File: src/rtl/pipe_stage_skid.sv
// Parametrised valid/ready pipeline stage with a 2-entry skid buffer, hold, flush
// and a saturating backpressure counter.
module pipe_stage_skid #(
  parameter int unsigned              DATA_W  = 32,
  parameter logic [DATA_W-1:0]        RST_VAL = {DATA_W{1'b0}},
  parameter int unsigned              CNT_W   = 16
) (
  input  logic              clk,
  input  logic              rst_n,
  input  logic              valid_i,
  input  logic [DATA_W-1:0] data_i,
  output logic              ready_o,
  output logic              valid_o,
  output logic [DATA_W-1:0] data_o,
  input  logic              ready_i,
  input  logic              hold_i,
  input  logic              flush_i,
  input  logic              cnt_clr_i,
  output logic [CNT_W-1:0]  stall_cnt_o
);

  localparam logic [CNT_W-1:0] CNT_MAX = {CNT_W{1'b1}};

  typedef enum logic [1:0] {
    ST_EMPTY = 2'd0,
    ST_BUSY  = 2'd1,
    ST_FULL  = 2'd2
  } state_t;

  state_t              r_state;
  logic [DATA_W-1:0]   r_main;
  logic [DATA_W-1:0]   r_skid;
  logic                r_valid;
  logic                r_ready;
  logic [CNT_W-1:0]    r_cnt;

  state_t              w_state_n;
  logic [DATA_W-1:0]   w_main_n;
  logic [DATA_W-1:0]   w_skid_n;
  logic                w_valid_n;
  logic                w_ready_n;
  logic [CNT_W-1:0]    w_cnt_n;
  logic                w_rdy_eff;
  logic                w_in_fire;
  logic                w_out_fire;

  // State and datapath registers
  always_ff @(posedge clk or negedge rst_n) begin
    if (!rst_n) begin
      r_state <= ST_EMPTY;
      r_main  <= RST_VAL;
      r_skid  <= RST_VAL;
      r_valid <= 1'b0;
      r_ready <= 1'b1;
      r_cnt   <= '0;
    end else begin
      r_state <= w_state_n;
      r_main  <= w_main_n;
      r_skid  <= w_skid_n;
      r_valid <= w_valid_n;
      r_ready <= w_ready_n;
      r_cnt   <= w_cnt_n;
    end
  end

  // Next-state, payload routing and stall counter
  always_comb begin
    w_rdy_eff  = ready_i & ~hold_i;
    w_in_fire  = valid_i & r_ready;
    w_out_fire = r_valid & w_rdy_eff;
    w_state_n  = r_state;
    w_main_n   = r_main;
    w_skid_n   = r_skid;
    w_cnt_n    = r_cnt;

    unique case (r_state)
      ST_EMPTY: begin
        if (w_in_fire) begin
          w_state_n = ST_BUSY;
          w_main_n  = data_i;
        end
      end
      ST_BUSY: begin
        if (w_in_fire && w_out_fire) begin
          w_main_n  = data_i;
        end else if (w_in_fire) begin
          w_state_n = ST_FULL;
          w_skid_n  = data_i;
        end else if (w_out_fire) begin
          w_state_n = ST_EMPTY;
          w_main_n  = RST_VAL;
        end
      end
      ST_FULL: begin
        if (w_out_fire) begin
          w_state_n = ST_BUSY;
          w_main_n  = r_skid;
        end
      end
      default: begin
        w_state_n = ST_EMPTY;
        w_main_n  = RST_VAL;
      end
    endcase

    // Flush wins over every handshake in the same cycle
    if (flush_i) begin
      w_state_n = ST_EMPTY;
      w_main_n  = RST_VAL;
    end

    w_valid_n = (w_state_n != ST_EMPTY);
    w_ready_n = (w_state_n != ST_FULL);

    if (cnt_clr_i) begin
      w_cnt_n = '0;
    end else if (r_valid && !w_rdy_eff && (r_cnt != CNT_MAX)) begin
      w_cnt_n = r_cnt + CNT_W'(1);
    end
  end

  assign ready_o     = r_ready;
  assign valid_o     = r_valid;
  assign data_o      = r_main;
  assign stall_cnt_o = r_cnt;

endmodule
File: config.mk
export PLATFORM = sky130hd
export DESIGN_NAME = pipe_stage_skid
export DESIGN_NICKNAME = d
export VERILOG_FILES = /design/src/rtl/pipe_stage_skid.sv
export SDC_FILE = /design/constraint.sdc
export NUM_CORES = 1
export LEC_CHECK = 0
export ABC_AREA = 1
export BUFFER_PORTS_ARGS = -buffer_cell sky130_fd_sc_hd__clkbuf_2
export CORE_ASPECT_RATIO = 0.9
export CORE_UTILIZATION = 40
export CTS_CLUSTER_SIZE = 28
export DETAILED_ROUTE_END_ITERATION = 8
export GPL_TIMING_DRIVEN = 0
export PLACE_DENSITY = 0.72
export SLEW_MARGIN = 20
export SYNTH_ARGS = -nofsm -noshare
export SYNTH_HDL_FRONTEND = slang
export SYNTH_SLANG_ARGS = --single-unit
File: constraint.sdc
create_clock -name clk -period 1.8 [get_ports clk]
set_input_delay 0.18 -clock clk [delete_from_list [all_inputs] [get_ports clk]]
set_output_delay 0.18 -clock clk [all_outputs]
set_load 0.005 [all_outputs]
==> impl_metrics.yaml <==
outcome:
  outcome: "complete, no violations"
clock_network:
  root_buffer: "clkbuf_16"
  clock-sinks: 84
  cts_buffers: 9
  htree_num_levels: 3
  clk_pin_slew_ns: 0.06
  cts_tree: "yes"
  clk_path_buf_depth: 2
  clk_latency_ns: 0.34
sta:
  relSlewSlack_pct: 55.2
  hold_viol: 0
  whs_ns: 0.0939
  fin_skew_ns: 0.00614
  fmax_ghz: 0.593
  post-route-period-util_pct: 93.7
  worstMarginPinSlew_ns: 0.671
  final-max-slew-violation-count: 0
  finalCriticalPeriod_ns: 1.69
  rsz0062_at_grt: "no"
  setup_violations: 0
global_routing:
  grt_max_degree: 85
  grt_pass1_vias: 3670
  grt-ovfl-total: 0
  grt_first_pass_wirelength_mm: 16.9
  antenna_found_initial: 0
  track_usage_pct: 20.2
power_and_ir_drop:
  powerDensity_mw_per_mm2: 1330
  leakage_nw: 2.72
  power_mw: 6.76
  ir_worst_vdd_mv: 0.868
setup_path:
  crit_fanout: 10
  worstPathRequired_ns: 2.02
  reg2reg_setup_slack_ns: 0.11
  critPathCaptureType: "flop"
  critical_path.startpoint_type: "flop"
  path_class: "flop to flop"
  crit_arrival_ns: 1.91
placement:
  gp_congestion: 0.859
  post-dp-hpwl_mm: 7.15
  place_area_mm2: 0.00474
  io_buffer_count: 88
synth:
  mappedNetlistNets: 571
  yosysUniqueCellTypes: 26
  yosys_register_bits: 84
  yosys_warnings: 0
  synthCells: 531
  yosysSeqAreaShare_pct: 50.9
  avgSynthCellArea_um2: 7.79
  synth_area_mm2: 0.00414
route:
  wl_per_cell_um: 13.5
  via_per_inst: 5.05
  final_antenna_net_count: 0
  num_vias: 3847
  wl_mm: 10.3
  dr.pass1.iters: 5
  drcViolationCount: 0
  dr.first_iter.drc_count: 147
floorplan:
  start_util_pct: 41.9
  placementRows: 34
  die_w_um: 109
  io_pins: 89
  die_h_um: 98.5
  die_area_mm2: 0.0107
  core_area_mm2: 0.00987
layout:
  fill_cells: 975
  n_antenna_cell: 0
  fin_area_mm2: 0.00509
  nets: 673
  layout_commonest_cell: "nand2_1"
  layout-drive-gt1-share_pct: 21.5
  area_delta_synth_final_pct: 23.2
  final_cell_mix: "nand2_1, clkbuf_2, dfrtp_1"
run:
  drv_cap: 0
worst_hold_path:
  hold_class: "input pin to flop"
==> report_power, final <==
group	leakage (nW)	internal, mW	total, mW	switching, mW
clock network	0.144	1.14	1.86	0.725
logic	1.47	0.751	2.10	1.35
registers	1.11	2.47	2.80	0.330
total	2.72	4.36	6.76	2.41
==> worst max-delay path, stage by stage (launching register included) <==
cell and delay [ns]:
dfrtp_2 0.46, ha_4 0.20, nand3_1 0.12, inv_2 0.08, nand2_2 0.09, nor2_4 0.05
nor2_4 0.23, nor2_8 0.06, buf_6 0.14, nand2_1 0.07, nand2_1 0.06
==> synthesized netlist by cell type, drive strengths merged <==
library cell    n  area (µm²)
nand2         171         647
dfstp           1        26.3
a21oi           1        8.76
buf             9        58.8
nor2           23         128
xor2            3        26.3
dfrtp          83        2080
inv            52         195
nand3          75         375
ha              1        12.5
nand3b          1        7.51
o21bai          3        22.5
nand4          15        93.8
o21ai          70         354
or2             3        18.8
xnor2           1        8.76
clkbuf         19        75.1
==> per-stage QoR <==
stage	setup slack [ns]	TNS, ns	utilization (%)	cells
2_1_floorplan	0.178	0	-	531
3_3_place_gp	-0.336	-27.78	48.0	745
3_5_place_dp	-0.0623	-0.484	48.0	745
4_1_cts	0.000232	0	51.4	762
5_1_grt	0.000338	0	51.6	762
6_report	0.114	0	51.6	762
==> cell families (layout without fill, tap and decap cells) <==
kind of cell	after synthesis	after routing	synth area share [%]
simple gates	288	288	30.7
flops	84	84	50.9
buf+inv	80	185	7.96
compound gates	74	74	9.32
xor+xnor	4	4	0.847
fa+ha+maj	1	1	0.303
==> what timing repair did <==
item / in CTS / in global routing
setup buffers: 2 / 0
hold buffers: 1 / 0
pin swaps: 1 / 0
endpoints found under the setup margin: 10 / 45
resized for setup: 3 / 8
endpoints found under the hold margin: 83 / 0
==> metal layers <==
| layer | global-route usage (%) | share of wire [%] | vias to the layer above |
|---|---|---|---|
| met5 | 0 | 0 | - |
| met4 | 4.41 | 0.71 | 0 |
| met3 | 6.42 | 7.3 | 9 |
| met2 | 33.4 | 48 | 124 |
| met1 | 25.9 | 44 | 1798 |
| li1 | - | - | 1916 |
==> final cells by class <==
cell class	instances	area (µm²)	area share (%)
Buffer	28	141	2.78
Clock buffer	11	253	4.96
Clock inverter	3	46.3	0.909
Inverter	52	195	3.83
Multi-Input combinational cell	367	1720	33.8
Sequential cell	84	2110	41.3
Tap cell	126	158	3.10
Timing Repair Buffer	91	474	9.31
==> sequential cells by signal (all words and copies together), names as in the netlist <==
signal / count
valid_o: 1
data_o: 32
r_state: 2
ready_o: 1
stall_cnt_o: 16
r_skid: 32
==> worst paths after layout <==
check / cells after the start / end / start
setup / recovery: 10 / stall_cnt_o[11] / stall_cnt_o[0]
hold / removal: 3 / r_skid[16] / data_i[16]
setup reg to reg: 10 / stall_cnt_o[11] / stall_cnt_o[0]
hold reg to reg: 2 / r_skid[15] / r_skid[15]
max in group asynchronous: 2 / stall_cnt_o[0] / rst_n
min in group asynchronous: 2 / stall_cnt_o[15] / rst_n
No activity file was read; power rests on OpenSTA's default activity.
